`src/rtl/fixed_priority_arbiter_pkg.sv`:
```
// Shared constants and helpers for the fixed-priority arbiter and its reference models.
package fixed_priority_arbiter_pkg;

    localparam int REQ_NUM_DEFAULT = 8;

    function automatic int idx_width(input int n);
        return (n <= 1) ? 1 : $clog2(n);
    endfunction

    // Index of the set bit in a one-hot vector; 0 for an all-zero vector
    function automatic int onehot_to_idx(input logic [63:0] vec);
        int idx;
        idx = 0;
        for (int i = 0; i < 64; i++) begin
            if (vec[i]) idx = i;
        end
        return idx;
    endfunction

endpackage

```
`src/rtl/fixed_priority_arbiter_lsb_select.sv`:
```
// Combinational lowest-set-bit isolator with binary encoder (module prio_lsb_select).
module prio_lsb_select
    import fixed_priority_arbiter_pkg::*;
#(
    parameter int REQ_NUM = REQ_NUM_DEFAULT,
    localparam int IDX_W = idx_width(REQ_NUM)
) (
    input  logic [REQ_NUM-1:0] reqs,
    output logic [REQ_NUM-1:0] onehot,
    output logic [IDX_W-1:0]   idx,
    output logic               any
);

    localparam logic [REQ_NUM-1:0] ONE = REQ_NUM'(1);

    logic [63:0] onehot_ext;

    // Two's-complement trick keeps only the lowest asserted request
    always_comb begin
        onehot     = reqs & (~reqs + ONE);
        onehot_ext = '0;
        onehot_ext[REQ_NUM-1:0] = onehot;
        idx        = IDX_W'(onehot_to_idx(onehot_ext));
        any        = |reqs;
    end

endmodule

```
`src/rtl/fixed_priority_arbiter.sv`:
```
// Registered fixed-priority arbiter, bit 0 highest priority.
// Define PRIO_ARB_HOLD_EN to keep a grant until its request drops (non-preemptive).
module fixed_priority_arbiter
    import fixed_priority_arbiter_pkg::*;
#(
    parameter int REQ_NUM = REQ_NUM_DEFAULT,
    localparam int IDX_W = idx_width(REQ_NUM)
) (
    input  logic               clk,
    input  logic               rst_n,
    input  logic [REQ_NUM-1:0] reqs,
    output logic [REQ_NUM-1:0] grants,
    output logic               grant_valid,
    output logic [IDX_W-1:0]   grant_idx
);

    logic [REQ_NUM-1:0] sel_onehot;
    logic [IDX_W-1:0]   sel_idx;
    logic               sel_any;

    logic [REQ_NUM-1:0] grants_d, grants_q;
    logic               grant_valid_d, grant_valid_q;
    logic [IDX_W-1:0]   grant_idx_d, grant_idx_q;

    prio_lsb_select #(.REQ_NUM(REQ_NUM)) u_select (
        .reqs   (reqs),
        .onehot (sel_onehot),
        .idx    (sel_idx),
        .any    (sel_any)
    );

    always_comb begin
        grants_d      = sel_onehot;
        grant_idx_d   = sel_idx;
        grant_valid_d = sel_any;
`ifdef PRIO_ARB_HOLD_EN
        // Current owner keeps the grant while it still requests
        if (|(grants_q & reqs)) begin
            grants_d      = grants_q;
            grant_idx_d   = grant_idx_q;
            grant_valid_d = 1'b1;
        end
`endif
    end

    always_ff @(posedge clk or negedge rst_n) begin
        if (!rst_n) begin
            grants_q      <= '0;
            grant_valid_q <= 1'b0;
            grant_idx_q   <= '0;
        end else begin
            grants_q      <= grants_d;
            grant_valid_q <= grant_valid_d;
            grant_idx_q   <= grant_idx_d;
        end
    end

    assign grants      = grants_q;
    assign grant_valid = grant_valid_q;
    assign grant_idx   = grant_idx_q;

endmodule

```
`config.mk`:
```
export PLATFORM = sky130hd
export DESIGN_NAME = fixed_priority_arbiter
export DESIGN_NICKNAME = d
export VERILOG_FILES = /design/src/rtl/fixed_priority_arbiter_pkg.sv /design/src/rtl/fixed_priority_arbiter_lsb_select.sv /design/src/rtl/fixed_priority_arbiter.sv
export SDC_FILE = /design/constraint.sdc
export NUM_CORES = 1
export LEC_CHECK = 0
export CORE_AREA = 4 4 41 43
export CTS_BUF_LIST = sky130_fd_sc_hd__clkbuf_4 sky130_fd_sc_hd__clkbuf_8 sky130_fd_sc_hd__clkbuf_16
export DETAILED_ROUTE_END_ITERATION = 10
export DIE_AREA = 0 0 45 47
export PLACE_DENSITY = 0.68
export SYNTH_ARGS = -nofsm -noshare
export SYNTH_HDL_FRONTEND = slang
export SYNTH_SLANG_ARGS = --single-unit
```
`constraint.sdc`:
```
create_clock -name clk -period 0.9 [get_ports clk]
set_input_delay 0.18 -clock clk [delete_from_list [all_inputs] [get_ports clk]]
set_output_delay 0.18 -clock clk [all_outputs]
set_load 0.03 [all_outputs]
```
* Yosys cells after proc, flatten, opt, wreduce, memory -nomap -nowiden
Cells that the tools add are included.
** Word-level totals
- Logic and storage cells :: 14
- Register bits after elaboration :: 12
- Output and inout port bits :: 12
** Cells by class
- Reductions and logical operators :: 1
- Bitwise logic cells :: 2
- Add/sub/neg operators :: 1
- Mux-type cells :: 7
** Operators by type and width (number)
- $mux W3 :: 4
- $add A8 B1 Y8 const B :: 1
- $and A8 B8 Y8 :: 1
- $not A8 Y8 :: 1
- $reduce_or A8 Y1 :: 1
- $mux W2 :: 2
- $mux W1 :: 1

* Longest topological paths before layout
Gate-level depths: netlist of run 1.
- Word-level depth :: 10
- Gate-level depth with buffers :: 3
- Gate-level depth less buffers :: 3

* By module
A second synthesis of run 1 with hierarchy kept.
** Second synthesis, totals
- Cell total of the unflattened synthesis :: 35
- Area, all modules :: 442.9 µm²
** By module, submodules not included
- fixed_priority_arbiter :: cells an instance 12, seq. area each 300.3 µm², instances 1, area an instance 300.3 µm²
- prio_lsb_select :: cells an instance 23, seq. area each 0.0 µm², instances 1, area an instance 142.6 µm²

* Least setup slack after synthesis of run 1
OpenSTA, ideal clock, no wires.
- Kind :: input to register
- Start point :: input port reqs[0]
- End point :: register grant_idx_q[2], in the netlist grant_idx[2]
- Stages :: 2
- Setup slack :: 0.018 ns
- Data required time :: 0.827 ns
- Buffers on the path :: 0
- Data arrival time :: 0.809 ns
- Path through :: or4_4 -> a21oi_2
** On the way
- Cells in the longest elaborated chain, start to end :: 7
** Ends and longest elaborated chain
- start: declaration :: RTL line fixed_priority_arbiter.sv:11 : input logic [REQ_NUM-1:0] reqs,
- $not A8 Y8 (*) :: RTL line fixed_priority_arbiter_lsb_select.sv:20 : onehot = reqs & (~reqs + ONE);
- $add A8 B1 Y8 (*) :: RTL line fixed_priority_arbiter_lsb_select.sv:20
- $and A8 B8 Y8 (*) :: RTL line fixed_priority_arbiter_lsb_select.sv:20
- $mux W3 (3 in a row) :: RTL line fixed_priority_arbiter_pkg.sv:15 : if (vec[i]) idx = i;
- $mux W3 (*) :: RTL line fixed_priority_arbiter_pkg.sv:15
- named net grant_idx_d[2] :: RTL line fixed_priority_arbiter.sv:23 : logic [IDX_W-1:0] grant_idx_d, grant_idx_q;
- end signal: assignment :: RTL line fixed_priority_arbiter.sv:54 : grant_idx_q <= grant_idx_d;
- end: declaration :: RTL line fixed_priority_arbiter.sv:23
The timed path passes the listed nets; every way through them passes the cells marked *.

* Final worst setup path of run 1
- Start point :: register grants_q[3], in the netlist grants[3]
- End point :: output port grants[3]
** RTL lines
- start: declaration :: RTL line fixed_priority_arbiter.sv:21 : logic [REQ_NUM-1:0] grants_d, grants_q;
- start signal: assignment :: RTL line fixed_priority_arbiter.sv:52 : grants_q <= grants_d;
- end: declaration :: RTL line fixed_priority_arbiter.sv:12 : output logic [REQ_NUM-1:0] grants,
No word-level cell between the ends.

==> impl_metrics.env, run 1 <==
export IMPL_synthCells=34
export IMPL_max_slew_margin_pct=80.2
export IMPL_synth_area_leaders="dfrtp_1, nor2_1, nand2b_1"
export IMPL_drt_first_iter_violations=0
export IMPL_synth_area_leader_cell="dfrtp_1"
export IMPL_antenna_found_initial=0
export IMPL_fin_crit_sh_pct=107
export IMPL_placedCellCount=77
export IMPL_powerDensity_nw_per_um2=1480
export IMPL_cts_buffer_depth=2
export IMPL_required_ns=0.72
export IMPL_synth_top_flop_cell="dfrtp_1"
export IMPL_place_congestion=0.746
export IMPL_fmax_mhz=1030
export IMPL_async_flop_share_pct=100
export IMPL_status="complete, but fails checks"
export IMPL_vias=358
export IMPL_drc=0
export IMPL_synth_cell_types=16
export IMPL_syn_cell_area_um2=437
export IMPL_root_buffer="clkbuf_4"
export IMPL_dp_slack_ns=-0.547
export IMPL_dieHeight_um=47
export IMPL_netSwitchingFraction_pct=23.6
export IMPL_rsz0062_at_grt="yes"
export IMPL_ys_ff_latch=12
export IMPL_io_pin_count=22
export IMPL_finalSetupViolations=12
export IMPL_peakVddDrop_mv=0.846
export IMPL_yosysSeqAreaShare_pct=68.8
export IMPL_p_int_mw=0.896
export IMPL_syn_area_per_cell_um2=12.8
export IMPL_cpMaxStageDelayCell="dfrtp_1"
export IMPL_final_layout_size_suffix_gt1_share_pct=50.0
export IMPL_cts_hold_buf=0
export IMPL_track_usage_pct=9.72
export IMPL_wl_per_cell_um=11.2
export IMPL_cp_num_buf_inv=1
export IMPL_core_area_um2=1300
export IMPL_cts_tree="built"
export IMPL_start_kind="flip-flop"
export IMPL_num_rows=13
export IMPL_grt_pass1_vias=305
export IMPL_critical_path_arrival_ns=0.79
export IMPL_critPathCaptureType="output pin"
export IMPL_nets=77
export IMPL_clkPwrFrac_pct=35.7
export IMPL_dieWidth_um=45
export IMPL_synth_top_area_share_pct=68.8
export IMPL_wirelength_um=910
export IMPL_path_cells="buf_6"
export IMPL_path_delay_family="flip-flops"
export IMPL_routed_via_density=4.42
export IMPL_hp_class="input port to asynchronous set/reset pin"
export IMPL_switchingPower_mw=0.277
export IMPL_violations="negative setup slack"
export IMPL_synth_most_common_cell="dfrtp_1"
export IMPL_num_antenna_cells=0
export IMPL_critPathMaxStageDelay_ns=0.38
export IMPL_finalNonFillerCells=81
export IMPL_grt_pass1_wl_mm=1.35
export IMPL_netlist_top_cells_count="dfrtp_1, nor2_1, nand2b_1, o21ai_1"
export IMPL_worstMarginPinSlew_ns=0.296
export IMPL_drt_pass1_iterations=1
export IMPL_postSynthNetCount=44
export IMPL_path_class="flip-flop to output pin"
export IMPL_die_area_um2=2120
export IMPL_p_total_mw=1.17
export IMPL_place_hpwl_um=723
export IMPL_grt_start_max_net_pins=13
export IMPL_p_leak_nw=0.381
export IMPL_htreeDepth=1
export IMPL_min_period_ns=0.967
export IMPL_final_max_slew_viol_count=0
export IMPL_grt_overflow_total=0
export IMPL_maxCapViolCount=0
export IMPL_cts_buffers=3
export IMPL_fin_util_pct=61.1
export IMPL_p_comb_share_pct=16.4
export IMPL_area_growth_pct=81.9
export IMPL_synth_edf_count=0
export IMPL_fin_ws_ns=-0.0667
export IMPL_cts_sinks=12
export IMPL_yosys_warnings=0
export IMPL_crit_fanout=1
export IMPL_ant_nets=0
export IMPL_port_buffers=21
export IMPL_p_seq_share_pct=47.9
export IMPL_hold_violations=0
export IMPL_initial_utilization_pct=33.6
export IMPL_clk_pin_slew_ns=0.07
## kinds of logic after synthesis
logic type	Yosys count	share of synthesized area, %
simple gates	17	23.5
buf+inv	1	0.859
compound gates	4	6.88
flops	12	68.8
## final cells by class
class / instances / area (um^2)
clock buffer: 4 / 36.3
fill: 119 / 507
inverter: 1 / 3.75
multi-input combinational: 21 / 159
sequential: 12 / 300
tap: 15 / 18.8
timing repair buffer: 28 / 277
## power groups by stage
stage	Combinational (mW)	Clock, mW	Sequential [mW]
floorplan	0.0298	0	0.605
global placement	0.176	0	0.569
detailed placement	0.179	0	0.570
CTS	0.189	0.442	0.562
global route	0.205	0.458	0.564
finish	0.192	0.418	0.562
## state kept, by name, indices dropped and copies added (netlist names)
signal,flops
grant_valid,1
grant_idx,3
grants,8
## worst max-delay path by stage
stage	depth (start not counted)	slack [ns]	from	end
final	1	-0.07	grants[3]	grants[3]
after global placement	5	-0.52	reqs[1]	grant_idx[1]
after global routing	1	-0.10	grant_idx[0]	grant_idx[0]
after detailed placement	3	-0.55	reqs[1]	grant_idx[2]
after CTS	1	-0.09	grants[3]	grants[3]
after floorplan	2	0.02	reqs[0]	grant_idx[2]
## placed cells by master, fill, tap and decap left out
| cell | synthesis | final |
|---|---|---|
| a21oi_2 | 1 | 1 |
| a221o_2 | 1 | 1 |
| and2_1 | 1 | 1 |
| and3_1 | 1 | 1 |
| buf_4 | 0 | 7 |
| buf_6 | 0 | 12 |
| clkbuf_4 | 0 | 3 |
| clkbuf_8 | 0 | 1 |
| clkdlybuf4s15_1 | 0 | 1 |
| clkdlybuf4s15_2 | 0 | 2 |
| clkdlybuf4s50_1 | 0 | 3 |
| dfrtp_1 | 12 | 12 |
| dlygate4sd2_1 | 0 | 3 |
| inv_1 | 1 | 1 |
| nand2_1 | 1 | 1 |
| nand2b_1 | 2 | 1 |
| nand2b_4 | 0 | 1 |
| nand3_1 | 1 | 1 |
| nor2_1 | 6 | 6 |
| nor2_2 | 1 | 1 |
| nor3b_1 | 1 | 1 |
| nor4_4 | 0 | 1 |
| nor4b_2 | 0 | 1 |
| o21ai_1 | 2 | 1 |
| o21ai_2 | 0 | 1 |
| or4_4 | 1 | 1 |
## repair_timing
item                       in CTS  in global routing
setup buffers                   0                  0
setup endpoints to repair      22                 14
cloned                          0                  0
resized for setup              25                  2
## metal layers
metal	global-route usage, %	vias to the layer above	share of wire, %
met5	0	-	0
met4	8.77	0	3.0
met1	11.7	155	39
met3	3.45	4	9.0
met2	13.6	15	49
li1	-	184	-
## through the flow
stage / cell area, um^2 / hold WS [ns] / TNS, ns
global placement: 688 / 0.489 / -4.84
finish: 795 / 0.200 / -0.712
global route: 795 / 0.204 / -1.10
CTS: 785 / 0.191 / -0.941
floorplan: 437 / -0.116 / 0
detailed placement: 688 / 0.495 / -4.88
(Power assumes the default switching activity.)
==> run 2, diff against run 1 <==
--- a/config.mk
+++ b/config.mk
@@ -5,11 +5,11 @@
 export SDC_FILE = /design/constraint.sdc
 export NUM_CORES = 1
 export LEC_CHECK = 0
-export CORE_AREA = 4 4 41 43
+export CORE_MARGIN = 2
+export CORE_UTILIZATION = 33
 export CTS_BUF_LIST = sky130_fd_sc_hd__clkbuf_4 sky130_fd_sc_hd__clkbuf_8 sky130_fd_sc_hd__clkbuf_16
 export DETAILED_ROUTE_END_ITERATION = 10
-export DIE_AREA = 0 0 45 47
-export PLACE_DENSITY = 0.68
+export PLACE_DENSITY = 0.71
 export SYNTH_ARGS = -nofsm -noshare
 export SYNTH_HDL_FRONTEND = slang
 export SYNTH_SLANG_ARGS = --single-unit
==> constraint.sdc (replaced) <==
create_clock -name clk -period 0.8 [get_ports clk]
set_input_delay 0.16 -clock clk [delete_from_list [all_inputs] [get_ports clk]]
set_output_delay 0.16 -clock clk [all_outputs]
set_load 0.03 [all_outputs]
==> run 2 against run 1 <==
Against the previous run:
- combinational power is 15% higher
- critical path depth stayed put
- count of clock-buffer cells in the layout is 1 lower
- non-clock buffer count is 1 lower
- clock power is 20% lower
- hold slack worse by 0.030 ns
- critical path type unchanged
- first-iteration DRC count is 3 higher
- via count is 1.4% lower
- the flow still finishes with violations (negative setup slack)
- final area is 2.8% lower
- flip-flop and latch count stayed put
==> impl_metrics.env, run 2 (synthesis results as in run 1) <==
export IMPL_dieWidth_um=40.4
export IMPL_drt_first_iter_violations=3
export IMPL_routed_via_density=4.47
export IMPL_min_from="reqs[0]"
export IMPL_root_buffer="clkbuf_4"
export IMPL_hold_path_end="grants[3]"
export IMPL_critPathCaptureType="output pin"
export IMPL_dp_slack_ns=-0.670
export IMPL_final_cell_area_um2=772
export IMPL_track_usage_pct=12.7
export IMPL_place_congestion=0.778
export IMPL_dieHeight_um=40.4
export IMPL_hold_violations=0
export IMPL_min_period_ns=0.931
export IMPL_crit_fanout=1
export IMPL_port_buffers=21
export IMPL_clk_pin_slew_ns=0.06
export IMPL_num_antenna_cells=0
export IMPL_finalSetupViolations=12
export IMPL_wirelength_um=842
export IMPL_powerDensity_nw_per_um2=1540
export IMPL_fin_util_pct=60.8
export IMPL_final_layout_size_suffix_gt1_share_pct=53.1
export IMPL_grt_pass1_vias=322
export IMPL_fin_crit_sh_pct=116
export IMPL_grt_overflow_total=0
export IMPL_final_seq_area_um2=300
export IMPL_wl_per_cell_um=10.7
export IMPL_required_ns=0.64
export IMPL_die_area_um2=1630
export IMPL_hp_class="input port to flip-flop"
export IMPL_cpMaxStageDelayCell="dfrtp_1"
export IMPL_cts_buffers=3
export IMPL_fill_cells=110
export IMPL_initial_utilization_pct=34.4
export IMPL_final_cell_mix="dfrtp_1, buf_6, buf_4, nor2_1"
export IMPL_start_kind="flip-flop"
export IMPL_vias=353
export IMPL_max_slew_margin_pct=81.0
export IMPL_critical_path_arrival_ns=0.77
export IMPL_core_area_um2=1270
export IMPL_fin_ws_ns=-0.131
export IMPL_htreeDepth=1
export IMPL_rsz0062_at_grt="yes"
export IMPL_violations="negative setup slack"
export IMPL_drc=0
export IMPL_hold_ws_ns=0.170
export IMPL_p_total_mw=1.19
export IMPL_grt_pass1_wl_mm=1.35
export IMPL_antenna_found_initial=0
export IMPL_num_rows=13
export IMPL_nets=76
export IMPL_cts_tree="built"
export IMPL_peakVddDrop_mv=0.562
export IMPL_worstMarginPinSlew_ns=0.285
export IMPL_status="complete, but fails checks"
export IMPL_place_area_um2=702
export IMPL_drt_pass1_iterations=3
export IMPL_fmax_mhz=1070
export IMPL_cts_setup_buffers=0
export IMPL_place_hpwl_um=676
export IMPL_final_max_slew_viol_count=0
export IMPL_min_path_cells=2
export IMPL_path_cells="buf_6"
export IMPL_cts_buffer_depth=2
export IMPL_largest_reg_flops=8
export IMPL_cp_num_buf_inv=1
export IMPL_maxCapViolCount=0
export IMPL_p_leak_nw=0.369
export IMPL_path_class="flip-flop to output pin"
export IMPL_multi_input_area_um2=160
export IMPL_ant_nets=0
export IMPL_io_pin_count=22
export IMPL_critPathMaxStageDelay_ns=0.38
export IMPL_grt_start_max_net_pins=13
export IMPL_cts_sinks=12
export IMPL_area_growth_pct=76.8
export IMPL_path_delay_family="flip-flops"
## run 2: cell count changes in the layout (fill, tap and decap cells not counted), sizes merged
cell,previous run,this run
clkdlybuf4s15,3,1
clkbuf,4,3
dlygate4sd2,3,2
buf,19,21
## run 2: through the flow
step | cells | setup TNS, ns
floorplan | 34 | -0.0974
global placement | 76 | -6.04
detailed placement | 76 | -6.21
CTS | 79 | -1.61
global route | 79 | -1.85
finish | 79 | -1.47
## run 2: worst max path at each step
stage	start	depth (start not counted)	slack, ns	endpoint
2_1_floorplan	reqs[0]	2	-0.06	grant_idx[2]
3_3_place_gp	reqs[1]	3	-0.64	grant_idx[2]
3_5_place_dp	reqs[1]	3	-0.67	grant_idx[2]
4_1_cts	grant_idx[0]	1	-0.15	grant_idx[0]
5_1_grt	grants[6]	1	-0.16	grants[6]
6_report	grant_idx[0]	1	-0.13	grant_idx[0]
## run 2: cell type report
| class | count | share of cell area [%] |
|---|---|---|
| Sequential cell | 12 | 38.9 |
| Timing Repair Buffer | 27 | 34.5 |
| Multi-Input combinational cell | 21 | 20.7 |
| Clock buffer | 3 | 2.92 |
| Tap cell | 15 | 2.43 |
| Inverter | 1 | 0.486 |
## run 2: power breakdown
group	switching, mW	internal (mW)	leakage [nW]
registers	0.00804	0.625	0.156
logic	0.111	0.109	0.199
clock network	0.161	0.173	0.0138
total	0.280	0.907	0.369
## run 2: routing by layer
layer  vias to the layer above  global-route usage (%)  wire (um)
met5                         -                       0          0
met3                         0                    1.67         39
met4                         0                    10.0          0
met2                        12                    19.0        421
met1                       162                    16.3        382
li1                        179                       -          -
## run 2: repair_timing
item                                    in CTS  in global routing
pin swaps                                    1                  1
endpoints found under the setup margin      23                 15
gates resized for setup                     32                  1
hold buffers                                 0                  0
